## config.mk

```make
export PLATFORM = sky130hd
export DESIGN_NAME = ps2_scan_flat
export DESIGN_NICKNAME = d
export VERILOG_FILES = /design/src/rtl/ps2_scan_pkg.sv /design/src/rtl/ps2_scan_if.sv /design/src/rtl/ps2_scan_rx.sv /design/src/rtl/ps2_scan.sv /design/src/flat_wrapper.sv
export SDC_FILE = /design/constraint.sdc
export NUM_CORES = 1
export LEC_CHECK = 0
export ABC_AREA = 0
export BUFFER_PORTS_ARGS = -buffer_cell sky130_fd_sc_hd__buf_2
export CORE_MARGIN = 2
export CORE_UTILIZATION = 55
export CTS_BUF_LIST = sky130_fd_sc_hd__clkbuf_4 sky130_fd_sc_hd__clkbuf_8
export DETAILED_ROUTE_END_ITERATION = 12
export PLACE_DENSITY = 0.78
export REMOVE_ABC_BUFFERS = 1
export SLEW_MARGIN = 20
export SYNTH_ARGS = -nofsm -noshare
export SYNTH_HDL_FRONTEND = slang
export SYNTH_SLANG_ARGS = --single-unit
```

## constraint.sdc

```tcl
create_clock -name clk -period 2.4 [get_ports clk]
set_clock_uncertainty 0.2 [all_clocks]
set_input_delay 0 -clock clk [delete_from_list [all_inputs] [get_ports clk]]
set_output_delay 0 -clock clk [all_outputs]
set_load 0.02 [all_outputs]
```

## src/rtl/ps2_scan_pkg.sv

```systemverilog
// ps2_pkg: shared constants and types for the PS/2 scan-code receiver slice.
// Latency: n/a (types and constants only).
// Backpressure: n/a.
package ps2_pkg;

    localparam logic [7:0] PS2_EXT        = 8'hE0;
    localparam logic [7:0] PS2_BRK        = 8'hF0;
    localparam int         PS2_FRAME_BITS = 11;

    // {extended flag, scan code}; all-zero means no key held
    typedef logic [8:0] key_code_t;

    localparam key_code_t KEY_NONE = 9'h000;

    function automatic key_code_t make_key(input logic ext, input logic [7:0] code);
        return {ext, code};
    endfunction

endpackage

```

## src/rtl/ps2_scan_if.sv

```systemverilog
// ps2_scan_if: bundles the raw PS/2 pins with the decoded key code.
// Latency: n/a (wires only).
// Backpressure: none; the PS/2 pins and key code are free-running levels.
// Ports: ps2_clk/ps2_data raw pins (keyboard side drives), crt_data held key.
interface ps2_scan_if;

    logic                ps2_clk;
    logic                ps2_data;
    ps2_pkg::key_code_t  crt_data;

    // keyboard/board side drives the pins and observes the decoded key
    modport master (output ps2_clk, output ps2_data, input crt_data);
    // receiver side samples the pins and presents the decoded key
    modport slave  (input ps2_clk, input ps2_data, output crt_data);

endinterface

```

## src/rtl/ps2_scan_rx.sv

```systemverilog
// ps2_rx: synchronises PS/2 pins, assembles 11-bit frames, emits one byte per frame.
// Latency: byte_vld is high 3 clk after the 11th pin falling edge.
// Backpressure: none; byte_vld is a 1-clk pulse that must be consumed immediately.
// Ports: clk, rst (async active-high), ps2_clk/ps2_data raw pins, byte_dat/byte_vld.
// Optional: PS2_SCAN_CHECK_EN enables start/stop/odd-parity frame checking.
module ps2_rx
    import ps2_pkg::*;
#(
    parameter int TIMEOUT_CYCLES = 50000
) (
    input  logic       clk,
    input  logic       rst,
    input  logic       ps2_clk,
    input  logic       ps2_data,
    output logic [7:0] byte_dat,
    output logic       byte_vld
);

    localparam int IDLE_W = $clog2(TIMEOUT_CYCLES + 1);
    localparam logic [3:0]        LAST_BIT = 4'(PS2_FRAME_BITS - 1);
    localparam logic [IDLE_W-1:0] IDLE_MAX = IDLE_W'(TIMEOUT_CYCLES);

    logic [1:0]        clk_sync;
    logic [2:0]        dat_sync;     // one extra stage keeps data aligned with fe
    logic              clk_prev;
    logic              fe;
    logic [3:0]        bit_cnt;
    logic [9:0]        shreg;
    logic [IDLE_W-1:0] idle_cnt;
    logic [10:0]       frame;
    logic              frame_ok;

    // frame as it stands including the bit being sampled this cycle;
    // frame[0] = start, frame[8:1] = data LSB first, frame[9] = parity, frame[10] = stop
    assign frame = {dat_sync[2], shreg};

`ifdef PS2_SCAN_CHECK_EN
    assign frame_ok = !frame[0] && frame[10] && (^frame[9:1]);
`else
    logic unused_frame_bits;
    assign unused_frame_bits = &{1'b0, frame[10], frame[9], frame[0]};
    assign frame_ok = 1'b1;
`endif

    assign byte_dat = frame[8:1];
    assign byte_vld = fe && (bit_cnt == LAST_BIT) && frame_ok;

    always_ff @(posedge clk or posedge rst) begin
        if (rst) begin
            clk_sync <= 2'b11;
            dat_sync <= 3'b111;
            clk_prev <= 1'b1;
            fe       <= 1'b0;
            bit_cnt  <= 4'd0;
            shreg    <= '0;
            idle_cnt <= '0;
        end else begin
            clk_sync <= {clk_sync[0], ps2_clk};
            dat_sync <= {dat_sync[1:0], ps2_data};
            clk_prev <= clk_sync[1];
            fe       <= clk_prev && !clk_sync[1];

            if (fe) begin
                idle_cnt <= '0;
                shreg    <= frame[10:1];
                bit_cnt  <= (bit_cnt == LAST_BIT) ? 4'd0 : bit_cnt + 4'd1;
            end else if (idle_cnt >= IDLE_MAX) begin
                // idle counter saturates; a stalled partial frame is dropped
                bit_cnt <= 4'd0;
            end else begin
                idle_cnt <= idle_cnt + IDLE_W'(1);
            end
        end
    end

endmodule

```

## src/rtl/ps2_scan.sv

```systemverilog
// ps2_scan: PS/2 keyboard receiver plus E0/F0 prefix decoder holding the current key.
// Latency: crt_data updates 4 clk after the 11th PS/2 clock falling edge.
// Backpressure: none; keys are level outputs, prefixes accumulate until a code byte.
// Ports: clk, rst (async active-high), ps2 (slave modport: pins in, crt_data out).
// Optional: PS2_SCAN_CHECK_EN (in ps2_rx) drops frames with bad start/stop/parity.
module ps2_scan
    import ps2_pkg::*;
#(
    parameter int TIMEOUT_CYCLES = 50000
) (
    input  logic        clk,
    input  logic        rst,
    ps2_scan_if.slave   ps2
);

    logic [7:0] byte_dat;
    logic       byte_vld;
    logic       ext;
    logic       brk;
    key_code_t  crt_q;
    key_code_t  key;

    ps2_rx #(
        .TIMEOUT_CYCLES (TIMEOUT_CYCLES)
    ) u_rx (
        .clk      (clk),
        .rst      (rst),
        .ps2_clk  (ps2.ps2_clk),
        .ps2_data (ps2.ps2_data),
        .byte_dat (byte_dat),
        .byte_vld (byte_vld)
    );

    assign key          = make_key(ext, byte_dat);
    assign ps2.crt_data = crt_q;

    always_ff @(posedge clk or posedge rst) begin
        if (rst) begin
            ext   <= 1'b0;
            brk   <= 1'b0;
            crt_q <= KEY_NONE;
        end else if (byte_vld) begin
            if (byte_dat == PS2_EXT) begin
                ext <= 1'b1;
            end else if (byte_dat == PS2_BRK) begin
                brk <= 1'b1;
            end else begin
                // a break only releases the key actually held
                if (!brk) begin
                    crt_q <= key;
                end else if (crt_q == key) begin
                    crt_q <= KEY_NONE;
                end
                ext <= 1'b0;
                brk <= 1'b0;
            end
        end
    end

endmodule

```

## src/flat_wrapper.sv

```systemverilog
// flat-port wrapper written by rule: the top's interface ports become plain ports
module ps2_scan_flat import ps2_pkg::*;
#(
    parameter int TIMEOUT_CYCLES = 50000
)
  (clk, rst, ps2_ps2_clk, ps2_ps2_data, ps2_crt_data);
  ps2_scan_if ps2_i ();
  input  logic clk;
  input  logic rst;
  input wire logic [$bits(ps2_i.ps2_clk)-1:0] ps2_ps2_clk;
  input wire logic [$bits(ps2_i.ps2_data)-1:0] ps2_ps2_data;
  output wire logic [$bits(ps2_i.crt_data)-1:0] ps2_crt_data;
  assign ps2_i.ps2_clk = ps2_ps2_clk;
  assign ps2_i.ps2_data = ps2_ps2_data;
  assign ps2_crt_data = ps2_i.crt_data;
  ps2_scan #(.TIMEOUT_CYCLES(TIMEOUT_CYCLES)) u_core (.clk(clk), .rst(rst), .ps2(ps2_i));
endmodule
```

; ---- After elaboration in Yosys (flattened, before gate mapping)
; Cells that the tools add are included.
[totals]
reg_bits = 48
latchBits = 0
ramBits = 0
rom_bits = 0
inputBits = 4
output_inout_bits = 9
elab_cells = 39
n_memories = 0
[classes]
add_sub_neg = 2
mul = 0
n_div = 0
n_lt_le_gt_ge = 1
n_eq_ne = 7
n_shift = 0
n_mux = 10
bitwise = 2
n_reduce_logical = 7
[op_table]
columns = op, n
row1 = 2-to-1 mux 16 bit, 2
row2 = 2-to-1 mux 9 bit, 2
row3 = "adder 16 x 1 -> 16 bit, second input constant", 1
row4 = "== test 8 bit, second input constant", 2
row5 = ">= comparator 16 bit, second input constant", 1
row6 = 2-to-1 mux 4 bit, 3
row7 = == test 9 bit, 1
row8 = "adder 4 x 1 -> 4 bit, second input constant", 1
row9 = "== test 4 bit, second input constant", 1
row10 = "inequality test 2 bit, second input constant", 2
row11 = AND reduction 2 bit, 2
row12 = AND reduction 4 bit, 1
row13 = 2-to-1 mux 1 bit, 3
row14 = logical AND 1 bit, 2
row15 = "inequality test 2 x 1 -> 1 bit, second input constant", 1
row16 = inverter 1 bit, 2
row17 = nonzero test 2 bit, 1
row18 = logical NOT 1 bit, 1

; ---- Longest topological paths before layout
[logic_depth]
depth_word = 3
depth_mapped = 7
ltp_nobuf = 6

; ---- By module
; Synthesis repeated with hierarchy kept, for this count alone.
[hier_totals]
cells_unflattened = 249
area_unflattened_um2 = 2518.7
[modules_own_cells]
columns = mod, n_inst, cells_per_inst, area_each_um2, seq_area_each_um2
row1 = ps2_rx, 1, 191, 1926.8, 908.4
row2 = ps2_scan, 1, 58, 591.8, 275.3

; ---- Worst setup path after synthesis
; No wires, ideal clock.
[synth_timing]
kind = reg-to-reg
startpoint = register u_core.u_rx.bit_cnt[0]
endpoint = register u_core.crt_q[0] (netlist: u_core.ps2.crt_data[0])
setup_time_ns = 0.137
arrival_ns = 1.552
t_required_ns = 2.063
path_slack_ns = 0.511
stages_incl_launch_ff = 7
n_path_buf = 0
synth_period_minus_slack_ns = 1.889
path_cell_list = dfrtp_1 > inv_1 > ha_1 > nand4b_4 > a31o_4 > nor4_4 > o2bb2ai_1
[synth_via]
elab_chain_len = 3
[synth_rtl]
columns = element, line
row1 = "start, declared", ps2_scan_rx.sv:27  ; logic [3:0] bit_cnt;
row2 = "start signal, assigned", ps2_scan_rx.sv:66  ; bit_cnt <= (bit_cnt == LAST_BIT) ? 4'd0 : bit_cnt + 4'd1;
row3 = == test 4 bit, ps2_scan_rx.sv:46  ; assign byte_vld = fe && (bit_cnt == LAST_BIT) && frame_ok;
row4 = logical AND 1 bit, ps2_scan_rx.sv:46
row5 = AND reduction 4 bit (no line), n/a
row6 = "end signal, assigned", ps2_scan.sv:50  ; crt_q <= key;
row7 = "end, declared", ps2_scan.sv:20  ; key_code_t crt_q;
; No other way between the ends.
; A chain may end at the register's enable or synchronous reset.

; ---- Worst setup path after layout
[layout_timing]
startpoint = register u_core.u_rx.bit_cnt[0]
endpoint = register u_core.crt_q[8] (netlist: u_core.ps2.crt_data[8])
; Same word-level chain as after synthesis.

==> flow_metrics.env <==
export IMPL_placementRows=23
export IMPL_ys_seq_area_share_pct=49.8
export IMPL_r2r_start="u_core.u_rx.bit_cnt[0]"
export IMPL_die_x_um=69.7
export IMPL_synth_cell_types=43
export IMPL_areaGrowthSynthToFinish_pct=8.96
export IMPL_port_buffers=12
export IMPL_cts_resized=0
export IMPL_grt_pass1_wl_um=7160
export IMPL_core_um2=4090
export IMPL_worstHoldStart="ps2_ps2_clk"
export IMPL_grt_pass1_vias=1534
export IMPL_critPathKind="flop to flop"
export IMPL_ant_nets=0
export IMPL_setup_viol=0
export IMPL_route_detailed_wl_per_inst_um=14.1
export IMPL_die_y_um=69.7
export IMPL_track_usage_pct=18.2
export IMPL_worst_setup_path_start_kind="flop"
export IMPL_hold_viol_final=0
export IMPL_routed_wl_um=4030
export IMPL_synthArstFlopShare_pct=100
export IMPL_drv_cap=0
export IMPL_synth_area_top_cells="dfrtp_1 (43%), mux2_2 (10%), dfstp_2 (6.6%)"
export IMPL_switchingPower_mw=0.771
export IMPL_wl_met3_um=111
export IMPL_synth_edf_count=0
export IMPL_ys_seq_elements=47
export IMPL_cts_made_buffers=5
export IMPL_cts_sinks=47
export IMPL_die_area_um2=4860
export IMPL_rsz0062_at_grt="false"
export IMPL_min_path_cells=2
export IMPL_via_count=1608
export IMPL_yosys_area_top_type_share_pct=43.2
export IMPL_drtIter0Drc=112
export IMPL_fmax_mhz=466
export IMPL_final_cells=286
export IMPL_hold_class="input port to flop"
export IMPL_nNetsFinal=243
export IMPL_clk_pin_slew_ns=0.08
export IMPL_finalCritPeriodShare_pct=89.5
export IMPL_wl_met1_um=2030
export IMPL_p_leak_nw=1.16
export IMPL_cts_root_buf="clkbuf_8"
export IMPL_clkPwrFrac_pct=21.9
export IMPL_cp_required_ns=2.37
export IMPL_clock_latency_ns=0.31
export IMPL_routed_via_density=5.62
export IMPL_power_share_combinational_pct=25.9
export IMPL_yosys_warnings=0
export IMPL_synthFlopType="dfrtp_1"
export IMPL_worstSetupEndpointType="flop"
export IMPL_status="completed"
export IMPL_gp_congestion=0.811
export IMPL_final_max_slew_viol_count=0
export IMPL_dr_pass1_iters=4
export IMPL_power_internal_mw=1.49
export IMPL_yosys_area_top_type="dfrtp_1"
export IMPL_r2r_slack_ns=0.25
export IMPL_cts_buffer_depth=2
export IMPL_vdd_ir_drop_max_mv=0.608
export IMPL_swShare_pct=34.1
export IMPL_initial_core_util_pct=58.1
export IMPL_totalNegativeSetupSlack_ns=0
export IMPL_dp_hpwl_um=2620
export IMPL_drive_gt1_share_pct=23.3
export IMPL_grt_antenna_before_repair=0
export IMPL_diodes=0
export IMPL_cts_tree="done"
export IMPL_power_density_nw_per_um2=873
export IMPL_route_met2_wl_um=1830
export IMPL_min_to="u_core.u_rx.clk_sync[0]"
export IMPL_syn_avg_cell_area_um2=10.7
export IMPL_maxSlewHeadroom_pct=48.1
export IMPL_grt_overflow_total=0
export IMPL_drc=0
export IMPL_worst_slew_pin_slew_ns=0.777
export IMPL_num_io_pins=13
export IMPL_top_layer_used="met4"
export IMPL_netlist_area_um2=2370
export IMPL_grt_max_degree=48
export IMPL_period_minus_slack_ns=2.15
export IMPL_seqPwrFrac_pct=52.3
export IMPL_rr_worst_depth=6
export IMPL_synth_cells=221
export IMPL_cp_arrival_ns=2.12
export IMPL_placed_cells=275
export IMPL_cts_max_level=2
export IMPL_critical_path_max_fanout=9
export IMPL_timing_rr_end="u_core.ps2.crt_data[8]"
==> routing by layer <==
metal / vias to the layer above / GRT usage [%]
met5: - / 0
met4: 0 / 7.05
met3: 6 / 4.36
met2: 21 / 27.2
met1: 769 / 25.8
li1: 812 / -
==> how the worst max path moves through the flow <==
stage                                 from                     end  slack (ns)
global route        u_core.u_rx.bit_cnt[0]  u_core.ps2.crt_data[6]        0.12
CTS                 u_core.u_rx.bit_cnt[0]  u_core.ps2.crt_data[8]        0.27
global placement    u_core.u_rx.bit_cnt[0]  u_core.ps2.crt_data[8]        0.34
detailed placement  u_core.u_rx.bit_cnt[0]  u_core.ps2.crt_data[8]        0.28
floorplan                   u_core.u_rx.fe  u_core.ps2.crt_data[0]        0.02
finish              u_core.u_rx.bit_cnt[0]  u_core.ps2.crt_data[8]        0.25
==> stage by stage <==
stage	hold slack, ns	worst slack, ns	instance area [um2]	utilization, %	power, mW
after global routing	0.127	0.121	2590	63.3	2.41
after floorplan	-0.196	0.0161	2330	-	1.62
after detailed placement	-0.0935	0.276	2460	60.3	1.78
after global placement	-0.0943	0.341	2460	60.3	1.76
after CTS	0.130	0.266	2590	63.3	2.28
final	0.140	0.252	2590	63.3	2.26
==> power groups by stage <==
stage          clock network, mW  registers [mW]  logic (mW)
4_1_cts                    0.506            1.18       0.592
3_3_place_gp                   0            1.18       0.571
5_1_grt                    0.537            1.22       0.652
3_5_place_dp                   0            1.20       0.583
2_1_floorplan                  0            1.20       0.418
6_report                   0.494            1.18       0.585
==> sequential cells by signal (all words and copies together), names as in the netlist <==
| name | cells |
|---|---|
| u_core.u_rx.idle_cnt | 16 |
| u_core.ps2.crt_data | 9 |
| u_core.u_rx.shreg | 9 |
| u_core.u_rx.bit_cnt | 4 |
| u_core.u_rx.dat_sync | 3 |
| u_core.u_rx.clk_sync | 2 |
| u_core.brk | 1 |
| u_core.ext | 1 |
| u_core.u_rx.clk_prev | 1 |
| u_core.u_rx.fe | 1 |
==> synthesized netlist by cell type (all sizes together), types with 2 or more instances <==
master / count
ha: 4
xnor2: 9
o22ai: 2
dfrtp: 41
and2: 4
a22o: 2
a21oi: 12
nand2: 19
and3: 3
mux2: 21
o21ai: 9
o21a: 2
nand3: 9
nor2b: 15
inv: 6
nor4: 2
o2bb2ai: 9
nor2: 17
clkbuf: 4
dfstp: 6
nand4: 4
buf: 5
==> timing repair <==
action | in CTS | in global routing
setup buffers | 0 | 0
hold buffers | 3 | 0
hold endpoints to repair | 43 | 0
==> area by class of cell <==
class                           count  area [um2]
Clock buffer                        6        76.3
Clock inverter                      2        16.3
Fill cell                         321        1500
Inverter                            6        23.8
Multi-Input combinational cell    159        1130
Sequential cell                    47        1180
Tap cell                           50        62.6
Timing Repair Buffer               16        97.6
==> kinds of logic (layout without fill, tap and decap cells) <==
family	after synthesis	in the layout	share of synthesized area, %
flip-flops	47	47	49.8
XOR/XNOR	9	9	3.32
AND/OR/NAND/NOR	81	81	19.1
multiplexers	22	22	10.4
buffers and inverters	15	30	2.69
AO/OA/AOI/OAI	43	43	12.5
adder cells (fa/ha/maj)	4	4	2.11
==> cells in the final DEF (no fill, tap or decap), types with 2 or more instances in the layout <==
cell type	netlist	routed
a21oi_1	12	12
a22o_1	2	2
and2_1	4	4
and3_1	3	3
buf_2	5	12
clkbuf_8	0	5
dfrtp_1	41	41
dfstp_2	6	6
dlygate4sd3_1	0	3
ha_1	4	4
inv_1	6	5
mux2_2	21	21
nand2_1	19	19
nand3_1	9	9
nand4_1	4	4
nor2_1	16	16
nor2b_1	15	15
o21a_1	2	2
o21ai_0	7	7
o22ai_1	2	2
o2bb2ai_1	9	9
xnor2_1	9	9
==> worst max-delay path: stages (launching register included) <==
cell,delay (ns)
dfrtp_1,0.42
inv_1,0.09
ha_1,0.24
nand4b_4,0.12
a31o_4,0.25
nor4_4,0.56
o2bb2ai_1,0.14
No activity file was read; power rests on OpenSTA's default activity.
